===== src/rtl/weight_load_sched.sv =====
// Streams the N x N coupling-weight matrix into the neuron weight registers row-major,
// filling the diagonal with zero, then pulses load once to start the run sequence.
module weight_load_sched #(
  parameter int N  = 15,
  parameter int WW = 5,
  parameter int IW = 4
) (
  input  logic                 sclk,
  input  logic                 re_n,
  input  logic                 start,
  input  logic                 abort,
  input  logic                 w_valid,
  input  logic signed [WW-1:0] w_data,
  output logic                 w_ready,
  output logic                 wr_en,
  output logic [IW-1:0]        wr_row,
  output logic [IW-1:0]        wr_col,
  output logic signed [WW-1:0] wr_data,
  output logic                 busy,
  output logic                 load
);

  typedef enum logic [1:0] {IDLE, LOAD, FLUSH, PULSE} state_t;

  localparam logic [IW-1:0] LAST = IW'(N - 1);

  state_t        state;
  logic [IW-1:0] row;
  logic [IW-1:0] col;
  logic          diag;
  logic          step;

  assign diag = (row == col);
  // A cell is written when it is diagonal (no word needed) or a word is handed over.
  assign step = (state == LOAD) && (diag || w_valid);

  assign w_ready = (state == LOAD) && !diag;
  assign busy    = (state != IDLE);
  assign load    = (state == PULSE);

  always_ff @(posedge sclk or negedge re_n) begin
    if (!re_n) begin
      state   <= IDLE;
      row     <= '0;
      col     <= '0;
      wr_en   <= 1'b0;
      wr_row  <= '0;
      wr_col  <= '0;
      wr_data <= '0;
    end else begin
      wr_en <= 1'b0;
      if (step) begin
        wr_en   <= 1'b1;
        wr_row  <= row;
        wr_col  <= col;
        wr_data <= diag ? '0 : w_data;
      end
      case (state)
        IDLE: begin
          if (!abort && start) begin
            state <= LOAD;
            row   <= '0;
            col   <= '0;
          end
        end
        LOAD: begin
          // The word accepted in the abort cycle is still written; only the walk stops.
          if (abort) begin
            state <= IDLE;
            row   <= '0;
            col   <= '0;
          end else if (step) begin
            if (col == LAST) begin
              col <= '0;
              if (row == LAST) begin
                row   <= '0;
                state <= FLUSH;
              end else begin
                row <= row + 1'b1;
              end
            end else begin
              col <= col + 1'b1;
            end
          end
        end
        FLUSH: state <= PULSE;
        PULSE: state <= IDLE;
        default: begin
          state <= IDLE;
          row   <= '0;
          col   <= '0;
        end
      endcase
    end
  end

endmodule


===== config.mk =====
export PLATFORM = sky130hd
export DESIGN_NAME = weight_load_sched
export DESIGN_NICKNAME = d
export VERILOG_FILES = /design/src/rtl/weight_load_sched.sv
export SDC_FILE = /design/constraint.sdc
export NUM_CORES = 1
export LEC_CHECK = 0
export CAP_MARGIN = 20
export CELL_PAD_IN_SITES_DETAIL_PLACEMENT = 1
export CELL_PAD_IN_SITES_GLOBAL_PLACEMENT = 2
export CORE_ASPECT_RATIO = 1.2
export CORE_MARGIN = 2
export CORE_UTILIZATION = 31
export CTS_CLUSTER_DIAMETER = 30
export DETAILED_ROUTE_END_ITERATION = 8
export PLACE_DENSITY = 0.79
export SLEW_MARGIN = 20
export SYNTH_ARGS = -nofsm -noshare
export SYNTH_HDL_FRONTEND = slang
export SYNTH_SLANG_ARGS = --single-unit

===== constraint.sdc =====
create_clock -name sclk -period 2.5 [get_ports sclk]
set_input_delay 0.25 -clock sclk [delete_from_list [all_inputs] [get_ports sclk]]
set_output_delay 0.25 -clock sclk [all_outputs]
set_load 0.05 [all_outputs]

==> results by group <==
Clocking
  – Setup Fix Bufs, Post-CTS: 0
  – Num CTS Buffers: 3
  – Post-cts sizing count: 0
  – Htree depth: 1
  – Post-CTS Hold Buffers: 0
  – Max Buffers Root-to-Sink: 2
  – Worst-Skew Late Latency: 0.26 ns
  – Sink Count: 24
  – Root Driver: clkbuf_8
  – CTS tree: yes
  – Clock transition at path regs: 0.09 ns

Yosys
  – Area contributors post-synth: dfrtp_1 (49%), mux2_2 (7.3%), o21ai_0 (4.5%)
  – FFs w/ async S/R, synth: 100%
  – Post-synthesis mux area share: 7.31%
  – Synth top cells by count: dfrtp_1 (24), o21ai_0 (11), mux2_2 (8), inv_1 (7), nor2_1 (6)
  – Leading area contributor after synthesis: dfrtp_1
  – Cell area after synthesis: ~0.0012 mm^2
  – Synthesized area per cell: 10.7 um^2
  – Warnings, synthesis: 0
  – Synth top area share: 48.7%
  – Largest family of logic cells by synthesized area: compound AO/OA/AOI/OAI gates
  – Post-Synthesis Cells: between 100 and 150
  – Distinct cell type count of the synthesized netlist: 34
  – Synth Area in Compound Gates: roughly 17%
  – Synthesized flop and latch total: 24
  – Register area share after synthesis: 48.7%
  – EDFF count, synth: 0
  – Most frequent cell after synthesis: dfrtp_1
  – Post-synthesis simple-gate area fraction: 14.9%
  – Post-Synth XOR/XNOR Area: 2.84%
  – Top_reg_cell synth: dfrtp_1
  – Post-Synth Adder-Cell Area: ~4.1%
  – Post-Syn Nets: 129

Place
  – Port Buffers: 26
  – Post-DP HPWL: around 2400 um
  – Gpl congestion: 0.772

Drt
  – Top Metal Used: met4
  – Routed len/inst: around 16 um
  – Vias/cell: 5.13
  – M1 wire length: 1280 um
  – DRC Markers: 0
  – Met3 wire length: 83 um
  – Wire length on met2: ~1800 um
  – Via count: 1020
  – Final wirelength: 3170 um
  – Number of DRC markers in iteration 0: 30
  – DRT Pass-1 Iters: 4
  – Detail Route Antenna Nets: 0

Setup path
  – Critical Path End: w_ready
  – RR Startpoint: col[0]
  – Setup Crit Path Kind: reg -> out
  – Critical Path Source Type: flip-flop
  – Endpoint class of the critical path: primary output
  – Worst Path Required: 2.25 ns
  – Crit path from: row[0]
  – CP max FO: 6
  – Reg2Reg Depth: 6
  – Data arrival, critical path: 2.06 ns
  – FF-to-FF setup slack: 0.47 ns
  – R2r endpoint: row[1]

Timing
  – Max frequency: 434 MHz
  – TNS Setup: 0 ns
  – Hold Vio Cnt, Final: 0
  – Relative slew slack: 55.5%
  – Worst-margin pin slew: 0.668 ns
  – Max Slew Vio Count: 0
  – Final period util: between 90 and 100%
  – Worst hold slack: 0.348 ns
  – Post-route minimum period: 2.31 ns
  – RSZ-0062 raised after global routing: no
  – Final Setup Violations: 0
  – Worst clock skew: 0.00498 ns

Cells and area
  – Fillcell total: 461
  – Fraction of layout cells with a size suffix above 1: 15.2%
  – Final #Nets: 160
  – Synth-to-Final Area Change: 31.5%
  – N_diodes: 0

Status
  – Status: finished clean

Global route
  – GRT overflow: 0
  – Largest net degree at the start of global routing: 25
  – Global Route Usage Sum: between 10% and 20%
  – First-pass GRT wire length: 5320 um
  – Antenna violations before repair: 0
  – Number of global-route vias before repair: 1126

Floorplan
  – Starting Density: 31.8%
  – Die height: 73.1 um
  – Die ar.: 0.00450 mm^2
  – Ports: 27
  – Row cnt: 25
  – Chip width: 61.6 um
  – CORE AREA: 0.00388 mm^2

Pwr
  – Power per standard cell area: 1180 mW/mm^2
  – Cell leakage power: 0.711 nW
  – Peak supply drop: around 0.00028 V

Worst hold path
  – HP Class: in -> async

Run
  – Max-cap violations: 0
==> area by class of cell <==
class	count	area [um^2]	share of cell area, %
clock buffer	4	55.1	3.40
inverter	7	26.3	1.62
multi-input combinational	79	573	35.4
sequential	24	601	37.1
tap	54	67.6	4.17
timing repair buffer	31	298	18.4
==> layer usage <==
layer  track usage, %  vias up
li1                 -      474
met1             18.8      526
met2             28.8       18
met3             1.60        2
met4             4.96        0
met5                0        -
==> through the flow <==
step           cells  instance area (um^2)  worst slack, ns  power [mW]  utilization [%]
5_1_grt          199                  1620           0.0426        2.05             41.8
3_5_place_dp     195                  1570            0.458        1.66             40.4
4_1_cts          199                  1620            0.177        1.93             41.8
3_3_place_gp     195                  1570            0.488        1.63             40.4
2_1_floorplan    115                  1230            0.446        1.32                -
6_report         199                  1620            0.194        1.91             41.8
==> logic make-up after synthesis <==
family                     count (synthesis)
AOI/OAI and AO/OA                         30
xor gates and xnor gates                   4
adders and majority gates                  4
buffers and inverters                     12
DFF                                       24
muxes                                      8
and+or+nand+nor                           33
==> worst min path at each step <==
stage | endpoint | startpoint | cells after the start | slack (ns)
2_1_floorplan | async pin | re_n | 0 | -0.05
3_3_place_gp | wr_data[3] | wr_data[3] | 1 | 0.49
3_5_place_dp | wr_data[4] | wr_data[4] | 1 | 0.49
4_1_cts | wr_en | re_n | 2 | 0.35
5_1_grt | wr_row[3] | re_n | 2 | 0.38
6_report | wr_row[3] | re_n | 2 | 0.35
==> flip-flops by register name, summed over array words and instances (netlist names), named ones only <==
| signal | count |
|---|---|
| wr_data | 5 |
| wr_row | 4 |
| col | 4 |
| state | 1 |
| wr_col | 4 |
| wr_en | 1 |
| row | 4 |
==> cells in the final DEF (no fill, tap or decap), types with 2 or more instances in the layout <==
master and instances:
ha_1 4, a221oi_1 2, nand2_1 5, and2_1 3, nor3b_1 3, a22o_1 5, mux2_2 8, nand2b_1 3
nand4_1 2, dfrtp_1 24, inv_1 7, o21ai_0 11, nor2_1 6, a41oi_1 2, buf_4 5, nand3_1 5
xnor2_1 4, clkdlybuf4s50_1 26, clkbuf_8 4, a21oi_1 2
==> worst max-delay path, stage by stage, from the launching register on <==
cell and delay, ns:
dfrtp_1 0.47, xnor2_1 0.19, a41oi_1 0.27, clkdlybuf4s50_1 0.85
==> power by group <==
part / switching, mW / internal, mW / total [mW]
Clock: 0.122 / 0.140 / 0.262
Combinational: 0.671 / 0.401 / 1.07
Sequential: 0.0870 / 0.484 / 0.571
Total: 0.880 / 1.03 / 1.91
Power figures use the tool's default switching activity.
